--- config.mk ---
export PLATFORM = sky130hd
export DESIGN_NAME = mem_refill_ctrl_flat
export DESIGN_NICKNAME = d
export VERILOG_FILES = /design/src/rtl/mem_refill_ctrl_pkg.sv /design/src/rtl/mem_refill_ctrl_if.sv /design/src/rtl/mem_refill_ctrl.sv /design/src/flat_wrapper.sv
export SDC_FILE = /design/constraint.sdc
export NUM_CORES = 1
export LEC_CHECK = 0
export BUFFER_PORTS_ARGS = -buffer_cell sky130_fd_sc_hd__buf_2
export CORE_AREA = 2 2 242 244
export DETAILED_ROUTE_END_ITERATION = 8
export DIE_AREA = 0 0 244 246
export SLEW_MARGIN = 40
export SYNTH_ARGS = -nofsm -noshare
export SYNTH_HDL_FRONTEND = slang
export SYNTH_SLANG_ARGS = --single-unit
--- constraint.sdc ---
create_clock -name clk -period 2.6 [get_ports clk]
set_input_delay 0 -clock clk [delete_from_list [all_inputs] [get_ports clk]]
set_output_delay 0 -clock clk [all_outputs]
set_load 0.01 [all_outputs]
--- src/rtl/mem_refill_ctrl_pkg.sv ---
// ---------------------------------------------------------------------------
// cache_pkg -- shared definitions for the cache block-refill controller.
//
// Contents:
//   BLOCK_W      default block width in bits (4 x 32-bit words)
//   WORD_W       memory word / address width
//   OFFSET_BITS  byte-offset bits inside one block
//   state_e      refill controller FSM states
//   block_align  clears the byte-offset bits of a byte address
// ---------------------------------------------------------------------------
package cache_pkg;

    localparam int BLOCK_W     = 128;
    localparam int WORD_W      = 32;
    localparam int OFFSET_BITS = 4;

    typedef enum logic [2:0] {
        IDLE,
        WB_REQ,
        WB_WAIT,
        RD_REQ,
        RD_WAIT,
        RESP,
        ERR
    } state_e;

    // Masking (rather than slicing and concatenating) keeps every address
    // bit referenced, so the offset bits do not show up as unused inputs.
    function automatic logic [WORD_W-1:0] block_align(input logic [WORD_W-1:0] addr);
        return addr & ~WORD_W'((1 << OFFSET_BITS) - 1);
    endfunction

endpackage

--- src/rtl/mem_refill_ctrl_if.sv ---
// ---------------------------------------------------------------------------
// mem_refill_ctrl_if -- block-transfer bus between the refill controller and
// main memory.
//
// Signals:
//   mem_read_en   controller -> memory  one-cycle block read strobe
//   mem_write_en  controller -> memory  one-cycle block write strobe
//   mem_address   controller -> memory  block-aligned address (0 when idle)
//   mem_wdata     controller -> memory  write-back block
//   mem_block_in  memory -> controller  read data
//   mem_ready     memory -> controller  read data valid
//   mem_wack      memory -> controller  write accepted
//
// Modports: master (controller side), slave (memory side).
// ---------------------------------------------------------------------------
interface mem_refill_ctrl_if #(
    parameter int BLOCK_W = cache_pkg::BLOCK_W
) ();

    logic               mem_read_en;
    logic               mem_write_en;
    logic [31:0]        mem_address;
    logic [BLOCK_W-1:0] mem_wdata;
    logic [BLOCK_W-1:0] mem_block_in;
    logic               mem_ready;
    logic               mem_wack;

    modport master (
        output mem_read_en,
        output mem_write_en,
        output mem_address,
        output mem_wdata,
        input  mem_block_in,
        input  mem_ready,
        input  mem_wack
    );

    modport slave (
        input  mem_read_en,
        input  mem_write_en,
        input  mem_address,
        input  mem_wdata,
        output mem_block_in,
        output mem_ready,
        output mem_wack
    );

endinterface

--- src/rtl/mem_refill_ctrl.sv ---
// ---------------------------------------------------------------------------
// mem_refill_ctrl -- cache miss refill controller.
//
// On a miss it optionally writes the dirty victim block back to memory, then
// reads the missing block, returns it with a one-cycle refill_valid pulse and
// goes idle. A memory that stays silent for TIMEOUT wait cycles aborts the
// transaction with a one-cycle refill_err pulse.
//
// Parameters:
//   TIMEOUT      wait cycles allowed for mem_wack / mem_ready
//   BLOCK_W      block width in bits
//
// Ports:
//   clk, rst_n   clock, asynchronous active-low reset
//   miss_req     refill request (level, held until busy is seen)
//   miss_addr    byte address of the missing access
//   evict_dirty  victim must be written back first
//   evict_addr   byte address of the victim block
//   evict_data   victim block contents
//   busy         controller not idle
//   refill_valid one-cycle pulse, refill_data valid
//   refill_data  returned block, word i at [i*32 +: 32]; held between refills
//   refill_err   one-cycle pulse, transaction timed out
//   mem          memory bus (master side)
// ---------------------------------------------------------------------------
module mem_refill_ctrl
    import cache_pkg::*;
#(
    parameter int TIMEOUT = 15,
    parameter int BLOCK_W = cache_pkg::BLOCK_W
) (
    input  logic               clk,
    input  logic               rst_n,

    input  logic               miss_req,
    input  logic [31:0]        miss_addr,
    input  logic               evict_dirty,
    input  logic [31:0]        evict_addr,
    input  logic [BLOCK_W-1:0] evict_data,

    output logic               busy,
    output logic               refill_valid,
    output logic [BLOCK_W-1:0] refill_data,
    output logic               refill_err,

    mem_refill_ctrl_if.master  mem
);

    localparam int                CNT_W     = $clog2(TIMEOUT + 1);
    // Counter value during the last wait cycle; no response by then -> ERR.
    localparam logic [CNT_W-1:0]  LAST_WAIT = CNT_W'(TIMEOUT - 1);

    state_e             state;
    state_e             next_state;

    logic [31:0]        miss_blk;
    logic [31:0]        evict_blk;
    logic [BLOCK_W-1:0] evict_buf;
    logic [CNT_W-1:0]   wait_cnt;

    // -----------------------------------------------------------------------
    // State register
    // -----------------------------------------------------------------------
    // NOTE: sequential state is updated with non-blocking assignments so all
    // registers sample pre-edge values regardless of process order.
    always_ff @(posedge clk or negedge rst_n) begin
        if (!rst_n) begin
            state <= IDLE;
        end else begin
            state <= next_state;
        end
    end

    // -----------------------------------------------------------------------
    // Next state and outputs. Strobes and pulses are decoded from the state
    // alone, so reset forces them low immediately and a transaction cut by
    // reset never emits refill_valid or refill_err.
    // -----------------------------------------------------------------------
    // NOTE: every signal written here gets a default first, so no path can
    // leave one unassigned and infer a latch.
    always_comb begin
        next_state       = state;
        busy             = 1'b1;
        refill_valid     = 1'b0;
        refill_err       = 1'b0;
        mem.mem_read_en  = 1'b0;
        mem.mem_write_en = 1'b0;
        mem.mem_address  = '0;
        mem.mem_wdata    = '0;

        unique case (state)
            IDLE: begin
                busy = 1'b0;
                if (miss_req) begin
                    next_state = evict_dirty ? WB_REQ : RD_REQ;
                end
            end

            WB_REQ: begin
                mem.mem_write_en = 1'b1;
                mem.mem_address  = evict_blk;
                mem.mem_wdata    = evict_buf;
                next_state       = WB_WAIT;
            end

            // A response in the final wait cycle is checked first, so it
            // beats the timeout.
            WB_WAIT: begin
                if (mem.mem_wack) begin
                    next_state = RD_REQ;
                end else if (wait_cnt == LAST_WAIT) begin
                    next_state = ERR;
                end
            end

            RD_REQ: begin
                mem.mem_read_en = 1'b1;
                mem.mem_address = miss_blk;
                next_state      = RD_WAIT;
            end

            RD_WAIT: begin
                if (mem.mem_ready) begin
                    next_state = RESP;
                end else if (wait_cnt == LAST_WAIT) begin
                    next_state = ERR;
                end
            end

            RESP: begin
                refill_valid = 1'b1;
                next_state   = IDLE;
            end

            ERR: begin
                refill_err = 1'b1;
                next_state = IDLE;
            end

            default: begin
                next_state = IDLE;
            end
        endcase
    end

    // -----------------------------------------------------------------------
    // Datapath: request latches, wait counter, refill buffer
    // -----------------------------------------------------------------------
    // NOTE: the data registers are reset too, because refill_data and the
    // latched request must read as zero after reset, not just the FSM.
    always_ff @(posedge clk or negedge rst_n) begin
        if (!rst_n) begin
            miss_blk    <= '0;
            evict_blk   <= '0;
            evict_buf   <= '0;
            wait_cnt    <= '0;
            refill_data <= '0;
        end else begin
            if (state == IDLE && miss_req) begin
                miss_blk  <= block_align(miss_addr);
                evict_blk <= block_align(evict_addr);
                evict_buf <= evict_data;
            end

            // The request states clear the counter, so the first wait cycle
            // always starts at zero.
            if (state == WB_REQ || state == RD_REQ) begin
                wait_cnt <= '0;
            end else if (state == WB_WAIT || state == RD_WAIT) begin
                wait_cnt <= wait_cnt + CNT_W'(1);
            end

            if (state == RD_WAIT && mem.mem_ready) begin
                refill_data <= mem.mem_block_in;
            end
        end
    end

endmodule

--- src/flat_wrapper.sv ---
// flat-port wrapper written by rule: the top's interface ports become plain ports
module mem_refill_ctrl_flat import cache_pkg::*;
#(
    parameter int TIMEOUT = 15,
    parameter int BLOCK_W = cache_pkg::BLOCK_W
)
  (clk, rst_n, miss_req, miss_addr, evict_dirty, evict_addr, evict_data, busy, refill_valid, refill_data, refill_err, mem_mem_read_en, mem_mem_write_en, mem_mem_address, mem_mem_wdata, mem_mem_block_in, mem_mem_ready, mem_mem_wack);
  mem_refill_ctrl_if #(.BLOCK_W(BLOCK_W)) mem_i ();
  input  logic clk;
  input  logic rst_n;
  input  logic miss_req;
  input  logic [31:0] miss_addr;
  input  logic evict_dirty;
  input  logic [31:0] evict_addr;
  input  logic [BLOCK_W-1:0] evict_data;
  output logic busy;
  output logic refill_valid;
  output logic [BLOCK_W-1:0] refill_data;
  output logic refill_err;
  output wire logic [$bits(mem_i.mem_read_en)-1:0] mem_mem_read_en;
  output wire logic [$bits(mem_i.mem_write_en)-1:0] mem_mem_write_en;
  output wire logic [$bits(mem_i.mem_address)-1:0] mem_mem_address;
  output wire logic [$bits(mem_i.mem_wdata)-1:0] mem_mem_wdata;
  input wire logic [$bits(mem_i.mem_block_in)-1:0] mem_mem_block_in;
  input wire logic [$bits(mem_i.mem_ready)-1:0] mem_mem_ready;
  input wire logic [$bits(mem_i.mem_wack)-1:0] mem_mem_wack;
  assign mem_mem_read_en = mem_i.mem_read_en;
  assign mem_mem_write_en = mem_i.mem_write_en;
  assign mem_mem_address = mem_i.mem_address;
  assign mem_mem_wdata = mem_i.mem_wdata;
  assign mem_i.mem_block_in = mem_mem_block_in;
  assign mem_i.mem_ready = mem_mem_ready;
  assign mem_i.mem_wack = mem_mem_wack;
  mem_refill_ctrl #(.TIMEOUT(TIMEOUT), .BLOCK_W(BLOCK_W)) u_core (.clk(clk), .rst_n(rst_n), .miss_req(miss_req), .miss_addr(miss_addr), .evict_dirty(evict_dirty), .evict_addr(evict_addr), .evict_data(evict_data), .busy(busy), .refill_valid(refill_valid), .refill_data(refill_data), .refill_err(refill_err), .mem(mem_i));
endmodule
==> results of run 1 <==
## sequential cells by signal (all words and copies together), names as in the netlist
register            count
u_core.wait_cnt         4
u_core.refill_data    128
u_core.state            3
u_core.miss_blk        28
u_core.evict_blk       28
u_core.evict_buf      128
## placed cells by master (no fill, tap or decap), drive strengths merged, types with 4 or more instances in the layout
master,n
a22o,28
dfrtp,319
nor2,6
nand2,4
clkbuf,49
clkinv,12
mux2,313
o21ai,4
conb,4
buf,637
and2,131
inv,5
dlygate4sd3,318
## logic make-up (layout without fill, tap and decap cells)
kind of cell	count (synthesis)	count (layout)
muxes	314	314
AOI/OAI and AO/OA	45	45
and+or+nand+nor	158	158
DFF	319	319
buffers and inverters	66	1026
adders and majority gates	2	2
other	1	7
xor gates and xnor gates	1	1
## cell type report
class                      count  area [um^2]
antenna                        3         7.51
clock buffer                  49         1070
clock inverter                18          174
fill                        5354        35600
inverter                       4         15.0
multi-input combinational    524         4960
sequential                   319         7980
tap                          765          957
timing repair buffer         955         6630
## power by group through the flow
| stage | clock [mW] | sequential (mW) | combinational [mW] |
|---|---|---|---|
| 6_report | 5.28 | 8.79 | 8.79 |
| 5_1_grt | 5.70 | 9.11 | 9.49 |
| 3_3_place_gp | 0 | 8.68 | 8.24 |
| 2_1_floorplan | 0 | 8.96 | 4.84 |
| 3_5_place_dp | 0 | 8.80 | 8.41 |
| 4_1_cts | 5.48 | 8.75 | 8.83 |
## worst paths after layout
kind / from / endpoint / slack [ns]
worst max-delay path: u_core.state[2]$_DFFE_PN0P_ / mem_mem_wdata[66] / 0.29
worst min-delay path: mem_mem_ready / u_core.refill_data[57]$_DFFE_PN0P_ / 0.04
worst max register to register: u_core.state[0]$_DFFE_PN0P_ / u_core.state[1]$_DFFE_PN0P_ / 0.56
worst min register to register: u_core.evict_buf[43]$_DFFE_PN0P_ / u_core.evict_buf[43]$_DFFE_PN0P_ / 0.47
max in group asynchronous: rst_n / u_core.miss_blk[24]$_DFFE_PN0P_ / 1.70
min in group asynchronous: rst_n / u_core.refill_data[60]$_DFFE_PN0P_ / 0.09
## routing by layer
layer | vias to the layer above | global-route usage
li1 | 5023 | -
met1 | 5371 | 0.143
met2 | 414 | 0.242
met3 | 92 | 0.0364
met4 | 2 | 0.0533
met5 | - | 0
## repair_timing
action                                  CTS  global route
hold endpoints to repair                389             0
hold buffers                            318             0
endpoints found under the setup margin    0             0
## worst max-delay path: stages, from the launching register on
cell and delay (ns):
dfrtp_1 0.38, buf_4 0.21, nor3b_4 0.34, buf_12 0.29, and2_1 0.28, buf_2 0.16
## metrics by stage
step           instance area, um^2  hold slack (ns)  utilization
2_1_floorplan                13400           -0.296            -
3_3_place_gp                 17400           0.0537        0.303
3_5_place_dp                 17400           0.0711        0.303
4_1_cts                      21800          0.00136        0.380
5_1_grt                      21800           0.0186        0.380
6_report                     21800           0.0370        0.380
==> results_dict.tcl, run 1 <==
set metrics [dict create \
    outcome "complete, no violations" \
    yosysUniqueCellTypes 40 \
    grt_usage 0.132 \
    dp.cells 2249 \
    post_drt_wl_per_cell_um 15.7 \
    drt_iter0_drc 316 \
    syn_inst 906 \
    setup_violations 0 \
    layout.nets 2169 \
    hpwl_um 27200 \
    highest_layer "met5" \
    die-area_um2 60000 \
    ys_async_sr_fraction 1.00 \
    synth_seq_area_share 0.595 \
    start_util 0.234 \
    grt-ovfl-total 0 \
    setup_ws_ns 0.291 \
    htree_levels 2 \
    cap_violations 0 \
    cts_resized 0 \
    p_clk_frac 0.231 \
    clock_latency_ns 0.54 \
    grt_max_degree 91 \
    grt_pass1_vias 11817 \
    routed_via_density 4.13 \
    core_region_area_um2 57400 \
    place_ws_ns 0.590 \
    pin_count 619 \
    tightest_slew_ns 0.729 \
    grt_pass1_wl_um 63500 \
    post-route-min-period_ns 2.31 \
    setup.worst_path.class "flip-flop to output pin" \
    synthesis.area_um2 13400 \
    fmax_mhz 433 \
    final_cells 2637 \
    critical_path_arrival_ns 2.31 \
    reg2reg_depth 5 \
    synth_compound_area_frac 0.0273 \
    setup-tns-final_ns 0 \
    routed_wl_um 41400 \
    vdd.ir_drop.worst_mv 0.645 \
    yosysMostFrequentCell "dfrtp_1" \
    end_kind "output pin" \
    p_sw_mw 7.47 \
    synth_top_cell_by_area "dfrtp_1" \
    synth_commonest_cells "dfrtp_1 (319), mux2_2 (203), and2_1 (130)" \
    p_comb_frac 0.384 \
    grt_antenna_before_repair 3 \
    synth-main-ff-cell "dfrtp_1" \
    yosys-top-cells-area "dfrtp_1 (60%), mux2_2 (17%), mux2_1 (9.2%)" \
    ys_warn_count 0 \
    rsz0062_at_grt "false" \
    maxSlewHeadroom 0.514 \
    firstDrtPassIters 4 \
    switching_share 0.327 \
    synth_top_area_share 0.595 \
    root_buffer "clkbuf_16" \
    p_per_area_nw_per_um2 1050 \
    hold_path_class "input pin to flip-flop" \
    drc 0 \
    port_buffers 606 \
    critPathMaxFanout 90 \
    hold_depth 4 \
    wl_met1_um 15700 \
    avgSynthCellArea_um2 14.8 \
    clock_path_buffers 3 \
    hold_viol 0 \
    synth_top_family_by_area "multiplexers" \
    crit_required_ns 2.60 \
    rows 88 \
    worst_clock_skew_ns 0.0204 \
    syn_to_final_growth_pct 62.5 \
    wl_met2_um 21500 \
    synth_xor_area_frac 0.000653 \
    muxShareOfSynthArea 0.263 \
    synth_fa_ha_area_frac 0.00187 \
    synth-edff-count 0 \
    cts_setup_buffers 0 \
    place_congestion 0.777 \
    clk_pin_slew_worst_paths_ns 0.06 \
    ant_nets 0 \
    ys_seq_elements 319 \
    cts.sinks 319 \
    die_w_um 244 \
    cts_tree "built" \
    slew_violations 0 \
    numCtsBuffers 37 \
    die_h_um 246 \
    drive_above_1_share 0.487 \
    seqPwrFrac 0.385 \
    via_count 10902 \
    fin_crit_sh 0.888 \
    p_leak_nw 10.5 \
    yosys.area_share.simple 0.0738 \
    intPower_mw 15.4 \
    fin_total_pwr_mw 22.9 \
    startpoint_type "flip-flop" \
    met3_length_um 2700 \
]
Note: power is estimated with default switching activity, not from simulation.
==> inputs of run 2 (changes only) <==
--- a/config.mk
+++ b/config.mk
@@ -5,10 +5,12 @@
 export SDC_FILE = /design/constraint.sdc
 export NUM_CORES = 1
 export LEC_CHECK = 0
+export ABC_CLOCK_PERIOD_IN_PS = 2600
 export BUFFER_PORTS_ARGS = -buffer_cell sky130_fd_sc_hd__buf_2
 export CORE_AREA = 2 2 242 244
 export DETAILED_ROUTE_END_ITERATION = 8
 export DIE_AREA = 0 0 244 246
+export HOLD_SLACK_MARGIN = 0.05
 export SLEW_MARGIN = 40
 export SYNTH_ARGS = -nofsm -noshare
 export SYNTH_HDL_FRONTEND = slang
==> run 2 against run 1 <==
Via count about the same; global-route usage is essentially flat; fmax decreased by 0.13%; non-clock buffer count grew 4; cell area up 0.18%; critical path depth unchanged; core utilization up 0.070 points; hold slack gained 0.045 ns.
==> results_dict.tcl, run 2 (synthesis results as in run 1) <==
set metrics [dict create \
    clk_pin_slew_worst_paths_ns 0.06 \
    place_area_um2 17400 \
    numCtsBuffers 37 \
    cts_tree "built" \
    crit_slowest_cell "dfrtp_1" \
    cts_resized 0 \
    grt_usage 0.132 \
    fmax_mhz 433 \
    worst_clock_skew_ns 0.0209 \
    reg.largest.list "u_core.evict_buf (128), u_core.refill_data (128)" \
    cts.sinks 319 \
    grt_max_degree 91 \
    ant_nets 0 \
    setup.worst_path.class "flip-flop to output pin" \
    place_congestion 0.777 \
    reg2reg_from "u_core.state[1]$_DFFE_PN0P_" \
    rsz0062_at_grt "false" \
    via_count 10898 \
    clock_path_buffers 3 \
    die_w_um 244 \
    vdd.ir_drop.worst_mv 0.623 \
    final_cell_mix "buf_2 (605), dlygate4sd3_1 (322), dfrtp_1 (319), mux2_2 (203), and2_1 (130)" \
    post_drt_wl_per_cell_um 15.7 \
    layout.nets 2173 \
    p_leak_nw 10.5 \
    critical_path_arrival_ns 2.31 \
    start_util 0.234 \
    end_kind "output pin" \
    port_buffers 606 \
    hold_viol 0 \
    root_buffer "clkbuf_16" \
    hold_path_class "input pin to asynchronous set/reset pin" \
    drc 0 \
    syn_to_final_growth_pct 62.8 \
    slew_violations 0 \
    grt_pass1_wl_um 63500 \
    hpwl_um 27200 \
    critPathMaxFanout 90 \
    setup-tns-final_ns 0 \
    core_region_area_um2 57400 \
    routed_wl_um 41400 \
    stdcell_area_um2 21800 \
    cap_violations 0 \
    grt-ovfl-total 0 \
    drt_iter0_drc 288 \
    drive_above_1_share 0.486 \
    die_h_um 246 \
    p_per_area_nw_per_um2 1050 \
    final_common_cell "buf_2" \
    crit_chain "buf_4 > nor3b_4 > buf_12 > and2_1 > buf_2" \
    tightest_slew_ns 0.725 \
    cpPeakStageDelay_ns 0.38 \
    routed_via_density 4.13 \
    clock_latency_ns 0.54 \
    pin_count 619 \
    die-area_um2 60000 \
    outcome "complete, no violations" \
    rows 88 \
    firstDrtPassIters 4 \
    startpoint_type "flip-flop" \
    grt_antenna_before_repair 3 \
    crit_required_ns 2.60 \
    post-route-min-period_ns 2.31 \
    grt_pass1_vias 11827 \
    setup_violations 0 \
    htree_levels 2 \
    critPathLaunch "u_core.state[2]$_DFFE_PN0P_" \
    maxSlewHeadroom 0.517 \
    fin_crit_sh 0.889 \
    cts_setup_buffers 0 \
]
-- run 2: where the power goes --
part           total (mW)  internal, mW  switching [mW]  leakage [nW]
Combinational        8.85          4.74            4.11          6.06
Clock                5.28          3.21            2.07         0.623
Sequential           8.80          7.50            1.30          3.81
Total                22.9          15.4            7.49          10.5
-- run 2: final cells by class --
cell class                      count  area, um^2
Antenna cell                        3        7.51
Clock inverter                     18         174
Timing Repair Buffer              959        6670
Sequential cell                   319        7980
Clock buffer                       49        1070
Tap cell                          765         957
Inverter                            4        15.0
Fill cell                        5344       35500
Multi-Input combinational cell    524        4960
-- run 2: worst paths after layout --
| check | depth (start not counted) | end | slack [ns] |
|---|---|---|---|
| worst max-delay path | 5 | mem_mem_wdata[66] | 0.29 |
| worst min-delay path | 2 | u_core.refill_data[60]$_DFFE_PN0P_ | 0.08 |
| worst max register to register | 4 | u_core.refill_data[70]$_DFFE_PN0P_ | 0.36 |
| worst min register to register | 1 | u_core.evict_buf[43]$_DFFE_PN0P_ | 0.47 |
| max in group asynchronous | 3 | u_core.miss_blk[24]$_DFFE_PN0P_ | 1.70 |
| min in group clk | 5 | u_core.evict_buf[2]$_DFFE_PN0P_ | 0.12 |
-- run 2: through the flow --
| stage | utilization | power (mW) | worst slack (ns) | hold WS [ns] | cells |
|---|---|---|---|---|---|
| after CTS | 0.381 | 23.1 | 0.228 | 0.0676 | 2638 |
| after floorplan | - | 13.8 | 0.919 | -0.296 | 909 |
| after detailed placement | 0.303 | 17.2 | 0.590 | 0.0711 | 2249 |
| after global placement | 0.303 | 16.9 | 0.656 | 0.0537 | 2249 |
| final | 0.381 | 22.9 | 0.289 | 0.0820 | 2641 |
| after global routing | 0.381 | 24.4 | 0.149 | 0.126 | 2640 |
-- run 2: repair_timing --
item / in CTS / in global routing
endpoints found under the setup margin: 0 / 0
hold buffers: 322 / 0
endpoints found under the hold margin: 534 / 0
-- run 2: critical path: cells and delay by family (launching register included) --
kind / cells / cell delay (ns)
buffers and inverters: 3 / 0.66
AND/OR/NAND/NOR: 2 / 0.62
flip-flops: 1 / 0.38
-- run 2: metal layers --
metal  global-route usage  vias to the layer above  share of wire
met2                0.242                      415           0.52
met3               0.0370                       90          0.066
met1                0.142                     5368           0.38
met4               0.0536                        2          0.033
met5                    0                        -        0.00031
li1                     -                     5023              -
==> inputs of run 3 (changes only) <==
--- a/config.mk
+++ b/config.mk
@@ -5,6 +5,7 @@
 export SDC_FILE = /design/constraint.sdc
 export NUM_CORES = 1
 export LEC_CHECK = 0
+export ABC_AREA = 1
 export ABC_CLOCK_PERIOD_IN_PS = 2600
 export BUFFER_PORTS_ARGS = -buffer_cell sky130_fd_sc_hd__buf_2
 export CORE_AREA = 2 2 242 244
==> constraint.sdc (replaced) <==
create_clock -name clk -period 2.6 [get_ports clk]
set_input_delay 0 -clock clk [delete_from_list [all_inputs] [get_ports clk]]
set_output_delay 0 -clock clk [all_outputs]
set_load 0.005 [all_outputs]
==> run 3 against run 2 <==
Via count up 26%; sequential share of layout area increased by 0.11 points; clock skew decreased by 0.0052 ns; synthesized area up 0.54%; fmax rose by 4.6%; hold slack better by 0.069 ns; sequential cell count unchanged; sequential power decreased by 4.9%; register-to-register slack better by 0.13 ns; count of clock-buffer cells in the layout grew 4; power is 0.91% lower.
==> results_dict.tcl, run 3 <==
set metrics [dict create \
    drive_above_1_share 0.281 \
    yosysMostFrequentCell "nand2_1" \
    grt_usage 0.162 \
    synth-edff-count 0 \
    cts_setup_buffers 0 \
    vdd.ir_drop.worst_mv 0.693 \
    synth_top_cell_by_area "dfrtp_1" \
    tightest_slew_ns 0.717 \
    fin_total_pwr_mw 22.7 \
    clock_latency_ns 0.54 \
    cts.sinks 319 \
    drt_iter0_drc 763 \
    numCtsBuffers 38 \
    die_h_um 246 \
    p_leak_nw 11.3 \
    muxShareOfSynthArea 0 \
    dp.cells 2876 \
    reg2reg_depth 7 \
    startpoint_type "flip-flop" \
    reg2reg_from "u_core.state[1]$_DFFE_PN0P_" \
    synth_top_area_share 0.592 \
    synth-main-ff-cell "dfrtp_1" \
    seqPwrFrac 0.368 \
    critPathMaxFanout 126 \
    avgSynthCellArea_um2 8.53 \
    gr-max-usage-layer "met2" \
    ys_warn_count 0 \
    hpwl_um 33400 \
    htree_levels 2 \
    cpPeakStageDelay_ns 0.50 \
    rows 88 \
    cap_violations 0 \
    synth_xor_area_frac 0.000649 \
    intPower_mw 14.3 \
    p_clk_frac 0.243 \
    grt-ovfl-total 0 \
    synth_fa_ha_area_frac 0.00186 \
    clock_path_buffers 3 \
    maxSlewHeadroom 0.522 \
    ys_seq_elements 319 \
    core_region_area_um2 57400 \
    post_drt_wl_per_cell_um 15.4 \
    hold_viol 0 \
    rrSetupSlack_ns 0.49 \
    drc 0 \
    grt_max_degree 127 \
    routed_via_density 4.21 \
    setup_violations 0 \
    setup.worst_path.class "flip-flop to output pin" \
    crit_chain "inv_1 > nand3_4 > buf_12 > o22ai_1 > buf_2" \
    met3_usage 0.0417 \
    p_sw_mw 8.39 \
    syn_inst 1581 \
    rsz0062_at_grt "false" \
    place_congestion 0.813 \
    pin_count 619 \
    crit_required_ns 2.60 \
    gr-usage-met2 0.279 \
    reg.largest.list "u_core.evict_buf (128), u_core.refill_data (128)" \
    p_comb_frac 0.388 \
    port_buffers 606 \
    setup-tns-final_ns 0 \
    routed_wl_um 50400 \
    grt_antenna_before_repair 9 \
    clk_pin_slew_worst_paths_ns 0.06 \
    fmax_mhz 452 \
    outcome "complete, no violations" \
    ant_nets 0 \
    firstDrtPassIters 5 \
    root_buffer "clkbuf_16" \
    yosys-top-cells-area "dfrtp_1 (59%), nand2_1 (13%), o21ai_1 (6.6%)" \
    ys_async_sr_fraction 1.00 \
    synth_commonest_cells "nand2_1 (455), dfrtp_1 (319), inv_1 (195)" \
    final_common_cell "buf_2" \
    post-route-min-period_ns 2.21 \
    yosysUniqueCellTypes 25 \
    critical_path_arrival_ns 2.21 \
    layout.nets 2802 \
    start_util 0.235 \
    via_count 13770 \
    grt_pass1_vias 13808 \
    syn_to_final_growth_pct 61.5 \
    final_cells 3270 \
    slew_violations 0 \
    final_cell_mix "buf_2 (605), nand2_1 (455), dlygate4sd3_1 (322), dfrtp_1 (319), inv_1 (195)" \
    synth_seq_area_share 0.592 \
    yosys.area_share.simple 0.173 \
    met1_usage 0.191 \
    end_kind "output pin" \
    grt_pass1_wl_um 76900 \
    synth_compound_area_frac 0.131 \
    synthesis.area_um2 13500 \
    cts_tree "built" \
    worst_clock_skew_ns 0.0157 \
    fin_crit_sh 0.850 \
    crit_slowest_cell "dfrtp_1" \
    hold_path_class "input pin to asynchronous set/reset pin" \
    die_w_um 244 \
    p_per_area_nw_per_um2 1040 \
    rr_endpoint "u_core.state[1]$_DFFE_PN0P_" \
    synth_top_family_by_area "simple AND/OR/NAND/NOR gates" \
    switching_share 0.370 \
    die-area_um2 60000 \
]
run 3: how the worst max path moves through the flow:
stage | from | to | slack (ns) | cells after the start
3_5_place_dp | u_core.state[1]$_DFFE_PN0P_ | u_core.evict_buf[63]$_DFFE_PN0P_ | 0.73 | 7
6_report | u_core.state[1]$_DFFE_PN0P_ | mem_mem_address[19] | 0.39 | 5
3_3_place_gp | u_core.state[1]$_DFFE_PN0P_ | u_core.evict_buf[76]$_DFFE_PN0P_ | 0.77 | 7
4_1_cts | u_core.state[1]$_DFFE_PN0P_ | mem_mem_address[19] | 0.37 | 5
2_1_floorplan | u_core.state[1]$_DFFE_PN0P_ | u_core.evict_buf[58]$_DFFE_PN0P_ | 1.22 | 6
5_1_grt | u_core.state[1]$_DFFE_PN0P_ | mem_mem_address[19] | 0.23 | 5
run 3: final cells by class:
cell class                      count  area (um^2)
Clock buffer                       53         1080
Fill cell                        5606        35600
Clock inverter                     14          206
Multi-Input combinational cell    962         4180
Antenna cell                        4         10.0
Inverter                          197          741
Sequential cell                   319         7980
Tap cell                          765          957
Timing Repair Buffer              956         6620
run 3: cell families after synthesis:
| family | count (synthesis) |
|---|---|
| flops | 319 |
| compound gates | 346 |
| other cells | 1 |
| buf+inv | 303 |
| simple gates | 609 |
| fa+ha+maj | 2 |
| xor+xnor | 1 |
run 3: per-layer routing:
| layer | wire length [um] | vias to the layer above |
|---|---|---|
| met5 | 30 | - |
| met4 | 2150 | 4 |
| met3 | 3930 | 100 |
| met2 | 24400 | 614 |
| met1 | 19900 | 6362 |
| li1 | - | 6690 |
run 3: power by group through the flow:
stage | logic (mW) | clock network [mW] | registers, mW
2_1_floorplan | 4.72 | 0 | 8.38
3_3_place_gp | 8.26 | 0 | 8.33
3_5_place_dp | 8.38 | 0 | 8.37
4_1_cts | 8.81 | 5.70 | 8.34
5_1_grt | 9.94 | 5.90 | 8.63
6_report | 8.82 | 5.53 | 8.37
run 3: worst max-delay path, delay by kind of cell (launching register included):
family / cells / cell delay (ns)
compound gates: 1 / 0.17
buf+inv: 3 / 0.69
simple gates: 1 / 0.11
flops: 1 / 0.50
run 3: through the flow:
stage	area [um^2]	hold slack, ns	setup WS [ns]	utilization
after global placement	17200	0.00790	0.773	0.300
after floorplan	13500	-0.296	1.22	-
after global routing	21800	0.160	0.227	0.380
after detailed placement	17200	0.00420	0.727	0.300
after CTS	21800	0.136	0.369	0.379
final	21800	0.151	0.390	0.380
run 3: what timing repair did:
action,in CTS,in global routing
hold buffers,323,0
endpoints found under the hold margin,634,0
resized for setup,0,0
